==> src/rtl/ddr_tx_arbiter_pkg.sv <==
// Shared definitions for the transmit-path arbiter: word width, abort marker,
// FSM encodings and default burst/timeout limits.
package ddr_tx_arbiter_pkg;

  localparam int DDR_WORD_W    = 16;
  localparam int DDR_MAX_BURST = 4;
  localparam int DDR_TIMEOUT   = 1024;
  localparam logic [DDR_WORD_W-1:0] DDR_ABORT_WORD = 16'hDEAD;

  typedef enum logic [1:0] {
    IDLE  = 2'd0,
    GNT0  = 2'd1,
    GNT1  = 2'd2,
    ABORT = 2'd3
  } state_e;

endpackage

==> src/rtl/ddr_tx_outreg.sv <==
// Single-entry registered output stage with valid/ready bookkeeping.
// slot_free tells upstream that a new word may be loaded this cycle.
module ddr_tx_outreg #(
  parameter int WORD_W = 16
) (
  input  logic              clk,
  input  logic              rst,
  input  logic              load,
  input  logic [WORD_W-1:0] load_data,
  input  logic              tx_ready,
  output logic              tx_valid,
  output logic [WORD_W-1:0] tx_data,
  output logic              slot_free
);

  // Handshake: a word moves to the serializer on a clock edge where
  // tx_valid & tx_ready; load must only be asserted while slot_free.
  assign slot_free = !tx_valid || tx_ready;

  always_ff @(posedge clk) begin
    if (rst) begin
      tx_valid <= 1'b0;
      tx_data  <= '0;
    end else if (load) begin
      tx_valid <= 1'b1;
      tx_data  <= load_data;
    end else if (tx_valid && tx_ready) begin
      tx_valid <= 1'b0;
    end
  end

endmodule

==> src/rtl/ddr_tx_arbiter.sv <==
// Packet-locked two-source arbiter in front of the tx serializer; src1 wins
// with bounded starvation of src0. Optional stall watchdog: DDR_TX_WATCHDOG_EN.
module ddr_tx_arbiter
  import ddr_tx_arbiter_pkg::*;
#(
  parameter int WORD_W    = DDR_WORD_W,
  parameter int MAX_BURST = DDR_MAX_BURST,
  parameter int TIMEOUT   = DDR_TIMEOUT,
  parameter logic [WORD_W-1:0] ABORT_WORD = DDR_ABORT_WORD,
  localparam int SW = $clog2(MAX_BURST + 1)
) (
  input  logic              clk,
  input  logic              rst,
  input  logic              src0_valid,
  input  logic [WORD_W-1:0] src0_data,
  input  logic              src0_last,
  output logic              src0_ready,
  input  logic              src1_valid,
  input  logic [WORD_W-1:0] src1_data,
  input  logic              src1_last,
  output logic              src1_ready,
  output logic [WORD_W-1:0] tx_data,
  output logic              tx_valid,
  input  logic              tx_ready,
  output logic [1:0]        grant,
  output logic              busy,
  output logic              timeout_pulse,
  output state_e            state,
  output logic [SW-1:0]     starve_cnt
);

  if (MAX_BURST < 1 || TIMEOUT < 2) begin : g_param_check
    $error("ddr_tx_arbiter: MAX_BURST must be >= 1 and TIMEOUT >= 2");
  end

  logic              slot_free;
  logic              acc0, acc1;
  logic              abort_load;
  logic              stall_hit;
  logic              load;
  logic [WORD_W-1:0] load_data;
  logic              starve_full;

  assign src0_ready  = (state == GNT0) && slot_free;
  assign src1_ready  = (state == GNT1) && slot_free;
  assign acc0        = src0_valid && src0_ready;
  assign acc1        = src1_valid && src1_ready;
  assign starve_full = (starve_cnt == SW'(MAX_BURST));

  assign load      = acc0 || acc1 || abort_load;
  assign load_data = abort_load ? ABORT_WORD : (acc1 ? src1_data : src0_data);
  assign busy      = (state != IDLE) || tx_valid;

  ddr_tx_outreg #(.WORD_W(WORD_W)) u_outreg (
    .clk       (clk),
    .rst       (rst),
    .load      (load),
    .load_data (load_data),
    .tx_ready  (tx_ready),
    .tx_valid  (tx_valid),
    .tx_data   (tx_data),
    .slot_free (slot_free)
  );

`ifdef DDR_TX_WATCHDOG_EN
  localparam int STALL_W = $clog2(TIMEOUT + 1);
  logic [STALL_W-1:0] stall_cnt;
  logic               owner_valid;

  assign owner_valid = (state == GNT0) ? src0_valid : src1_valid;
  assign stall_hit   = ((state == GNT0) || (state == GNT1)) && !owner_valid &&
                       (stall_cnt == STALL_W'(TIMEOUT - 1));
  assign abort_load  = (state == ABORT) && slot_free;

  always_ff @(posedge clk) begin
    if (rst) begin
      stall_cnt     <= '0;
      timeout_pulse <= 1'b0;
    end else begin
      timeout_pulse <= abort_load;
      if ((state != GNT0 && state != GNT1) || acc0 || acc1 || stall_hit) begin
        stall_cnt <= '0;
      end else if (!owner_valid) begin
        stall_cnt <= stall_cnt + 1'b1;
      end
    end
  end
`else
  assign stall_hit     = 1'b0;
  assign abort_load    = 1'b0;
  assign timeout_pulse = 1'b0;
`endif

  always_ff @(posedge clk) begin
    if (rst) begin
      state      <= IDLE;
      grant      <= 2'b00;
      starve_cnt <= '0;
    end else begin
      case (state)
        IDLE: begin
          // src0 is forced in once it has watched MAX_BURST src1 packets go by.
          if (src1_valid && !(src0_valid && starve_full)) begin
            state <= GNT1;
            grant <= 2'b10;
            if (src0_valid) starve_cnt <= starve_cnt + 1'b1;
          end else if (src0_valid) begin
            state      <= GNT0;
            grant      <= 2'b01;
            starve_cnt <= '0;
          end
        end
        GNT0: begin
          if (acc0 && src0_last) begin
            state <= IDLE;
            grant <= 2'b00;
          end else if (stall_hit) begin
            state <= ABORT;
            grant <= 2'b00;
          end
        end
        GNT1: begin
          if (acc1 && src1_last) begin
            state <= IDLE;
            grant <= 2'b00;
          end else if (stall_hit) begin
            state <= ABORT;
            grant <= 2'b00;
          end
        end
`ifdef DDR_TX_WATCHDOG_EN
        ABORT: begin
          if (slot_free) state <= IDLE;
        end
`endif
        default: begin
          state <= IDLE;
          grant <= 2'b00;
        end
      endcase
    end
  end

endmodule

==> config.mk <==
export PLATFORM = sky130hd
export DESIGN_NAME = ddr_tx_arbiter
export DESIGN_NICKNAME = d
export VERILOG_FILES = /design/src/rtl/ddr_tx_arbiter_pkg.sv /design/src/rtl/ddr_tx_outreg.sv /design/src/rtl/ddr_tx_arbiter.sv
export SDC_FILE = /design/constraint.sdc
export NUM_CORES = 1
export LEC_CHECK = 0
export ABC_AREA = 1
export BUFFER_PORTS_ARGS = -buffer_cell sky130_fd_sc_hd__buf_2
export CORE_ASPECT_RATIO = 1.4
export CORE_UTILIZATION = 49
export DETAILED_ROUTE_END_ITERATION = 10
export GPL_TIMING_DRIVEN = 0
export PLACE_DENSITY = 0.95
export SLEW_MARGIN = 20
export SYNTH_ARGS = -nofsm -noshare
export SYNTH_HDL_FRONTEND = slang
export SYNTH_SLANG_ARGS = --single-unit
export TNS_END_PERCENT = 5
==> constraint.sdc <==
create_clock -name clk -period 2.6 [get_ports clk]
set_input_delay 0.52 -clock clk [delete_from_list [all_inputs] [get_ports clk]]
set_output_delay 0.52 -clock clk [all_outputs]
set_load 0.02 [all_outputs]
==> results of run 1 <==
## metrics by stage
step / util (%) / power (uW) / setup WS (ns) / hold slack (ns) / cells
floorplan: - / 562.6 / 0.5360 / 0.5516 / 195
global placement: 66.00 / 641.1 / 0.4702 / 0.4761 / 294
detailed placement: 66.00 / 649.1 / 0.4697 / 0.4850 / 294
CTS: 66.86 / 791.4 / 0.4484 / 0.4992 / 297
global route: 66.86 / 837.8 / 0.2937 / 0.5149 / 297
finish: 66.86 / 789.0 / 0.4273 / 0.4930 / 297
## registers in the layout (all words and copies together) (netlist names)
signal and cells:
u_outreg.tx_data 16, starve_cnt 3, state 2, u_outreg.tx_valid 1
## power by group
part	switching (uW)	leakage (uW)	internal [uW]
clock	94.0	0.0000138	54.0
sequential	17.2	0.000179	361
combinational	162	0.000761	101
total	273	0.000954	516
## area by class of cell
type	count	area [um2]	area share (%)
well taps	36	45.04	2.550
multi-input cells	114	685.7	38.81
clock buffers	3	22.52	1.275
flip-flops and latches	22	440.4	24.93
repair buffers	63	315.3	17.85
plain buffers	15	92.59	5.241
inverters	44	165.2	9.348
## kinds of logic after synthesis
family | count (synthesis) | synth area share (%)
simple gates | 86 | 35.62
buf+inv | 59 | 18.63
compound gates | 24 | 11.21
flops | 22 | 31.83
fa+ha+maj | 2 | 1.808
xor+xnor | 1 | 0.6330
other cells | 1 | 0.2710
## path summary, 6_finish.rpt
check / slack [ns] / cells past startpoint / endpoint
hold / removal: 0.49 / 2 / starve_cnt[2]
setup reg to reg: 1.03 / 6 / u_outreg.tx_data[13]
hold reg to reg: 0.49 / 2 / starve_cnt[2]
setup / recovery: 0.43 / 6 / src0_ready
## tightest hold or removal path: stages, from the launching register on
cell and delay (ns):
dfxtp_1 0.34, nand2_1 0.07, a21oi_1 0.05
## metal layers
layer / global-route usage [%] / part of all wire, % / wire [um] / vias to the layer above
met5: 0 / 0 / 0 / -
met4: 11.43 / 2.4 / 82 / 0
met3: 3.621 / 4.7 / 160 / 14
met2: 43.58 / 54 / 1826 / 63
met1: 26.03 / 39 / 1314 / 644
li1: - / - / - / 760
## placed cells by master (no fill, tap or decap), types with 3 or more instances in the layout
cell type and instances:
a21oi_1 11, a21oi_2 9, buf_2 70, buf_4 3
clkbuf_1 3, clkbuf_4 3, dfxtp_1 22, inv_1 42
nand2_1 23, nand3_1 25, nand3_2 10, nand4_1 16
nor2_1 6, o21ai_0 3
==> metrics, run 1 <==
Total Routing Usage GR about a quarter; final wirelength 3382 um; NumNets Final 304; status finished clean; Crit path max-delay family buffers and inverters; CP cell instances nand2_1 -> buf_2 -> buf_2 -> inv_1 -> nor3_1 -> buf_2; Critical R2R Launch state[0]; Ports 67; I/O Buffers between 60 and 70; CP Max Fanout 10; CTS tree built; most frequent cell after synthesis inv_1; gr ovfl total 0; Worst-Skew Late Latency 0.30 ns; Required @ worst endpoint 2.08 ns; Critical Path Start u_outreg.tx_valid; slew at the pin closest to its max-slew limit 0.6550 ns; Max clock buf depth 2; yosys warns 0; # Post-CTS Setup Buffers 0; first-pass GRT wire length 5444 um; Worst Path Arrival around 1.7 ns; Mapped Area 0.001384 mm2; Setup Skew 0.002892 ns; commonest cells in the netlist inv_1 (42), nand3_1 (25), nand2_1 (23); post-synth top area cell dfxtp_1; critical path endpoint category output pin; die height 64.88 um; cts repair resizes 0; cell leakage power 0.0009544 uW; Routed Antenna Nets 0; initial antenna violation count 0; cell mode on critical path buf_2; Placement Rows 22; Final Wtd Congestion 0.7945; layout cell share with drive strength beyond 1 39.08%; final period utilization 83.56%; Synth cell types 26; EDFF count, synth 0; H-tree Lvls 1; Worst slew margin a little under three fifths; Main synth FF type dfxtp_1; core area 0.002643 mm2; final setup vio count 0; register area share after synthesis 31.83%; # diodes 0; dpl cell area about 0.0017 mm2; Slowest-stage cell, CP dfxtp_1; Max Freq 460.3 MHz; Synth Instances 195; hpwl dp 2652 um; Worst Hold Class reg2reg; # fillers 252; number of global-route vias before repair 1,356; Mean Syn Cell Area 7.097 um2; Pwr per Cell Area about 450 mW/mm2; design area around 0.0018 mm2; Initial Util 52.37%; setup_tns 0 ns; Die Width 46.92 um; DRT Pass-1 Iters 5; crit start category flip-flop; CTS clk-pin slew, worst paths 0.11 ns; worst vdd ir 0.0003324 V; share of the synthesized area in the top cell type between 30% and 40%; fin. max-slew vios 0; hold path start starve_cnt[2]; FF+latch count, synth 22; clk sink count 22; Vias approximately 1,500; largest net degree at the start of global routing 12; Synth async-reset ratio 0%; routed len/inst 11.39 um; RSZ-0062 raised after global routing false; Tmin final roughly 2.2 ns; critical path class reg2out; area grow syn2layout 27.67%; Hold Violations, Final 0; Inserted Clock Buffers 3; die footprint 0.003044 mm2; hold buffer count at cts 0; CP Buf/Inv Count 4; Via density between 4 and 5; Syn Nets 236; clk root buf clkbuf_4; top cells by area, synth dfxtp_1 (32%), inv_1 (11%), nand3_1 (9.0%), nand3_2 (7.2%), nand4_1 (7.2%); Max Cap Viol 0; max incr delay on CP 0.34 ns; residual DRC count 0; initial DRC count 44
Power figures use the tool's default switching activity.
==> run 2, diff against run 1 <==
--- a/config.mk
+++ b/config.mk
@@ -5,13 +5,13 @@
 export SDC_FILE = /design/constraint.sdc
 export NUM_CORES = 1
 export LEC_CHECK = 0
-export ABC_AREA = 1
+export ABC_AREA = 0
 export BUFFER_PORTS_ARGS = -buffer_cell sky130_fd_sc_hd__buf_2
 export CORE_ASPECT_RATIO = 1.4
-export CORE_UTILIZATION = 49
+export CORE_UTILIZATION = 38
 export DETAILED_ROUTE_END_ITERATION = 10
 export GPL_TIMING_DRIVEN = 0
-export PLACE_DENSITY = 0.95
+export PLACE_DENSITY = 0.87
 export SLEW_MARGIN = 20
 export SYNTH_ARGS = -nofsm -noshare
 export SYNTH_HDL_FRONTEND = slang
==> constraint.sdc (replaced) <==
create_clock -name clk -period 1.9 [get_ports clk]
set_input_delay 0.38 -clock clk [delete_from_list [all_inputs] [get_ports clk]]
set_output_delay 0.38 -clock clk [all_outputs]
set_load 0.02 [all_outputs]
==> run 2 against run 1 <==
  * Sequential power is 39% higher
  * Global-route usage is 5.1 points lower
  * Wire length is 15% lower
  * Register-to-register slack worse by 0.67 ns
  * Critical path depth is 3 lower
  * Cell area is 15% lower
  * Clock skew is 0.0011 ns lower
  * Cell count is 19% lower
  * Sequential share of layout area is 4.3 points higher
  * Highest routed layer unchanged
  * Total power is 35% higher
==> metrics, run 2 <==
status finished clean; most frequent cells in the layout buf_2 (65), nand2_1 (33), dfxtp_1 (22), nor2_1 (19), a311oi_1 (15); Worst-Skew Late Latency 0.30 ns (about the same); Synth Area in Compound Gates 18.45% (+7.2 points); DRT Pass-1 Iters 4 (-1); Vias 1,203 (-19%); worst-case reg-to-reg path depth 4 (-2); worst vdd ir 0.0005147 V (+55%); Max Freq around 570 MHz; yosys warns 0 (unchanged); clk sink count 22 (unchanged); commonest cells in the netlist nand2_1 (33), dfxtp_1 (22), nor2_1 (19); EDFF count, synth 0 (unchanged); Required @ worst endpoint 1.52 ns (-0.56 ns); Routed Antenna Nets 0 (unchanged); max incr delay on CP 0.50 ns (+0.16 ns); cts repair resizes 0 (unchanged); Main synth FF type dfxtp_1; Synth async-reset ratio 0% (unchanged); register area share after synthesis 39.60% (+7.8 points); Setup Skew 0.001762 ns (-0.001131 ns); # diodes 0 (unchanged); most common cell after layout, fill and taps aside buf_2; Synth Instances 136 (-30%); Worst Path Arrival 1.38 ns (-0.27 ns); CP Max Fanout 8 (-2); share of the synthesized area in the top cell type 39.60% (+7.8 points); Slowest-stage cell, CP dfxtp_1; Ports 67 (unchanged); initial DRC count 34 (-23%); hpwl dp 2244 um (-15%); hold buffer count at cts 0 (unchanged); Sw Ratio 33.06% (-1.6 points); critical path endpoint category output pin; main combinational cell family by area after synthesis simple AND/OR/NAND/NOR gates; Via density 5.013 (+0.52%); multiplexer share of the synthesized area 0.8999% (+0.90 points); H-tree Lvls 1 (unchanged); metal3 WL 134 um (-16%); RSZ-0062 raised after global routing false; Max clock buf depth 2 (unchanged); Syn Nets 177 (-25%); first-pass GRT wire length 4464 um (-18%); NumNets Final 247 (-19%); Hold Path Depth 2 (unchanged); Reg power frac 49.3% (+1.4 points); setup ws final 0.1425 ns (-0.2848 ns); Initial Util 41.23% (-11 points); core area 0.002698 mm2 (+2.1%); Final Wtd Congestion 0.8631 (+8.6%); gr ovfl total 0 (unchanged); initial antenna violation count 0 (unchanged); I/O Buffers 65 (+3.2%); Comb power frac 30.8% (-2.5 points); final setup vio count 0 (unchanged); # Post-CTS Setup Buffers 0 (unchanged); fin. max-slew vios 0 (unchanged); most frequent cell after synthesis nand2_1; Switch Pwr 351.6 uW (+29%); Placement Rows 22 (unchanged); critical path class reg2out; hold path start rst; Max Used Layer met4; Top Registers u_outreg.tx_data (16), starve_cnt (3), state (2); Die Width 47.73 um (+1.7%); Critical R2R Launch state[1]; max reg flops 16 (unchanged); CTS clk-pin slew, worst paths 0.12 ns (about the same); Hold Violations, Final 0 (unchanged); Final Total Pwr 1063 uW (+35%); clk root buf clkbuf_4; crit start category flip-flop; CP Buf/Inv Count 1 (-3); Worst Hold Class in2reg; residual DRC count 0 (unchanged); Post-Synth Simple-Gate Area 30.03% (-5.6 points); die height 66.02 um (+1.7%); XOR/XNOR Fraction of Synth Area 0% (-0.63 points); wire length on met1 1096 um (-17%); CTS tree built; post-synth top area cell dfxtp_1; metal2 WL 1585 um (-13%); Mapped Area 0.001112 mm2 (-20%); part of the power in the clock network 19.8% (+1.0 points); Post-Place Setup Slack 0.3377 ns (-0.1320 ns); Multi-input gate area 578.1 um2 (-16%); Pwr per Cell Area 706.5 mW/mm2 (+58%); top cells by area, synth dfxtp_1 (40%), a311oi_1 (12%), nand2_1 (11%), nor2_1 (6.4%), buf_4 (4.0%); Total Routing Usage GR 19.22% (-5.1 points); die footprint 0.003151 mm2 (+3.5%); Crit path max-delay family flip-flops; number of global-route vias before repair 1,148 (-15%); Synth Area in Adders 2.250% (+0.44 points); internal power 711.8 uW (+38%); setup_tns 0 ns (unchanged); CP cell instances and2b_2 -> and2_1 -> buf_2; cell leakage power 0.0007260 uW (-24%); Critical Path Start state[1]; final wirelength 2858 um (-15%); Inserted Clock Buffers 3 (unchanged); Tmin final 1.758 ns; area grow syn2layout 35.32%; Mean Syn Cell Area 8.179 um2 (+15%); largest net degree at the start of global routing 12 (unchanged); routed len/inst 11.91 um (+4.6%); FF+latch count, synth 22 (unchanged); critical path depth 3 (-3); largest reg by FF count u_outreg.tx_data; # fillers 285 (+13%); Synth cell types 32 (+23%); Max Cap Viol 0 (unchanged); final period utilization 92.50%; layout cell share with drive strength beyond 1 41.18% (+2.1 points); register area 440.4 um2 (unchanged)
run 2: final cells by class:
type,count,share of cell area [%]
flip-flops and latches,22,29.26
well taps,36,2.993
inverters,3,0.7481
multi-input cells,100,38.40
clock buffers,3,1.496
plain buffers,11,5.486
repair buffers,65,21.61
run 2: worst register-to-register path, stage by stage (launching register included):
cell and delay (ns):
dfxtp_1 0.50, nand3b_1 0.15, a21oi_2 0.19, clkbuf_1 0.38, a311oi_1 0.17
run 2: worst paths after layout:
path	to	slack, ns
hold / removal	u_outreg.tx_data[15]	0.27
hold reg to reg	starve_cnt[0]	0.50
setup reg to reg	u_outreg.tx_data[10]	0.36
setup / recovery	src0_ready	0.14
run 2: kinds of logic after synthesis:
group                    count (synthesis)
AND/OR/NAND/NOR                         70
flip-flops                              22
other                                    1
buffers and inverters                   14
adder cells (fa/ha/maj)                  2
multiplexers                             1
AO/OA/AOI/OAI                           26
run 2: power by group through the flow:
stage / logic, uW / clock network (uW) / registers (uW)
final: 328 / 211 / 524
after global routing: 360 / 230 / 531
after CTS: 330 / 208 / 525
after detailed placement: 329 / 0 / 535
after global placement: 324 / 0 / 534
after floorplan: 164 / 0 / 581
run 2: layer usage:
| layer | track usage, % | vias up |
|---|---|---|
| li1 | - | 608 |
| met3 | 4.372 | 6 |
| met5 | 0 | - |
| met4 | 8.681 | 0 |
| met2 | 32.60 | 43 |
| met1 | 21.64 | 546 |
run 2: metrics by stage:
stage          hold WS, ns  util [%]  cells  instance area, um2
6_report            0.2706     55.80    240                1505
4_1_cts             0.2755     55.80    240                1505
3_5_place_dp        0.4828     54.96    237                1483
2_1_floorplan       0.4521         -    136                1112
3_3_place_gp        0.4796     54.96    237                1483
5_1_grt             0.2685     55.80    240                1505
==> run 3, diff against run 2 <==
==> constraint.sdc (replaced) <==
create_clock -name clk -period 1.42 [get_ports clk]
set_input_delay 0.071 -clock clk [delete_from_list [all_inputs] [get_ports clk]]
set_output_delay 0.071 -clock clk [all_outputs]
set_load 0.02 [all_outputs]
==> run 3 against run 2 <==
  * The flow now finishes with violations (setup timing)
  * Largest power group unchanged
  * Flip-flop and latch count unchanged
  * Critical path type is now reg2reg
  * Combinational power is 59% higher
  * Sequential share of layout area shrank 3.9 points
  * Cell area up 18%
  * Sequential power is 34% higher
==> metrics, run 3 (synthesis results as in run 2) <==
status complete, but fails checks; failing checks setup timing; Worst Path Arrival 1.65 ns (+0.27 ns); worst-case reg-to-reg path depth 6 (+2); Vias 1,309 (+8.8%); # diodes 0 (unchanged); first-pass GRT wire length 4491 um (+0.60%); initial DRC count 51 (+50%); I/O Buffers 65 (unchanged); gr ovfl total 0 (unchanged); Routed Antenna Nets 0 (unchanged); Ports 67 (unchanged); routed len/inst 13.36 um (+12%); Max Cap Viol 0 (unchanged); hold path start src1_data[2]; layout cell share with drive strength beyond 1 47.53% (+6.4 points); DRT Pass-1 Iters 4 (unchanged); Max Freq slightly below 700 MHz; most frequent cells in the layout buf_2 (65), nand2_1 (28), nor2_1 (19), dfxtp_1 (18), dlygate4sd3_1 (14); most common cell after layout, fill and taps aside buf_2; CP Max Fanout 10 (+2); Tmin final approximately 1.5 ns; final core utilization 65.82% (+10 points); initial antenna violation count 0 (unchanged); Worst slew margin 61.53%; Hold Violations, Final 0 (unchanged); Initial Util 41.23% (unchanged); Top Registers u_outreg.tx_data (16), starve_cnt (3), state (2); Pwr per Cell Area 883.3 mW/mm2 (+25%); Cell Count, Final, Fillers Out 259 (+7.9%); Setup Skew 0.003002 ns (+0.001240 ns); Inserted Clock Buffers 3 (unchanged); final setup vio count 9 (+9); die footprint 0.003151 mm2 (unchanged); RSZ-0062 raised after global routing true; design area 0.001775 mm2 (+18%); Crit Reg-Reg Endpoint u_outreg.tx_data[0]; NumNets Final 265 (+7.3%); dpl cell area 0.001486 mm2 (+0.25%); largest net degree at the start of global routing 13 (+1); worst hold slack 0.01752 ns (-0.2531 ns); Hold Path End u_outreg.tx_data[2]; fin. max-slew vios 0 (unchanged); Final Wtd Congestion 0.7943 (-8.0%); Total Routing Usage GR 20.12% (+0.89 points); final wirelength 3460 um (+21%); die height 66.02 um (unchanged); clk sink count 22 (unchanged); Worst-Skew Late Latency 0.30 ns (about the same); largest reg by FF count u_outreg.tx_data; core area 0.002698 mm2 (unchanged); max reg flops 16 (unchanged); CTS tree built; Die Width 47.73 um (unchanged); residual DRC count 0 (unchanged); Hold Path Depth 3 (+1); area grow syn2layout 59.62%; setup ws final -0.04449 ns (-0.1870 ns); Required @ worst endpoint 1.60 ns (+0.08 ns); flop-to-flop setup slack -0.04 ns (-0.40 ns); hpwl dp 2157 um (-3.9%); slew at the pin closest to its max-slew limit 0.5770 ns; final period utilization 103.1%; number of global-route vias before repair 1,103 (-3.9%); critical path class reg2reg; Critical R2R Launch state[0]; Max clock buf depth 2 (unchanged); crit start category flip-flop; Via density 5.054 (+0.83%); Placed Cells 237 (unchanged); worst vdd ir 0.0007034 V (+37%); Worst Hold Class in2reg; Placement Rows 22 (unchanged); clk root buf clkbuf_4; H-tree Lvls 1 (unchanged); setup_tns -0.1848 ns (-0.1848 ns); critical path endpoint category flip-flop; CTS clk-pin slew, worst paths 0.12 ns (about the same); cell leakage power 0.0008323 uW (+15%)
[run 3: cell count changes in the layout (fill, tap and decap cells not counted), sizes merged]
cell / delta
clkbuf: +1
dlygate4sd3: +14
buf: +4
[run 3: routing by layer]
layer  vias to the layer above  share of wire, %  GRT usage, %
li1                        648                 -             -
met5                         -                 0             0
met2                        49                53         32.77
met3                        16               5.3         3.552
met4                         0               4.9         12.85
met1                       596                36         22.77
[run 3: worst max-delay path by stage]
| stage | start | end | slack [ns] | cells past startpoint |
|---|---|---|---|---|
| floorplan | starve_cnt[0] | state[0] | 0.02 | 5 |
| global placement | state[1] | u_outreg.tx_data[13] | 0.003 | 4 |
| detailed placement | state[1] | u_outreg.tx_data[13] | -0.03 | 4 |
| CTS | state[0] | u_outreg.tx_data[3] | -0.03 | 6 |
| global route | state[0] | u_outreg.tx_data[0] | -0.11 | 5 |
| finish | state[0] | u_outreg.tx_data[0] | -0.04 | 6 |
[run 3: report_power, final]
part           internal, uW  switching, uW  leakage [uW]  total [uW]
clock network           156            188     0.0000210         345
registers               669           33.5      0.000182         703
logic                   234            286      0.000629         521
total                  1060            508      0.000832        1570
[run 3: area by class of cell]
| cell class | count | area [um2] |
|---|---|---|
| tap | 36 | 45.04 |
| inverter | 3 | 11.26 |
| multi-input combinational | 100 | 641.9 |
| timing repair buffer | 83 | 499.2 |
| sequential | 22 | 450.4 |
| clock buffer | 4 | 36.28 |
| buffer | 11 | 91.34 |
| fill | 237 | 922.1 |
[run 3: through the flow]
stage	setup WS (ns)	power, uW
after CTS	-0.02678	1519
after floorplan	0.02492	998.4
after global routing	-0.1141	1669
final	-0.04449	1568
after detailed placement	-0.02940	1156
after global placement	0.003329	1149
[run 3: worst max-delay path, cell delays in order, from the launching register on]
cell and delay (ns):
dfxtp_4 0.38, nand2b_4 0.16, or3_4 0.33, buf_6 0.14, buf_8 0.13, nand2_1 0.09, a311oi_2 0.10
[run 3: what timing repair did]
action	CTS	global route
cloned	0	1
setup buffers	0	3
resized for setup	1	20
endpoints found under the setup margin	11	22
pin swaps	0	15
hold endpoints to repair	6	6
hold buffers	7	7
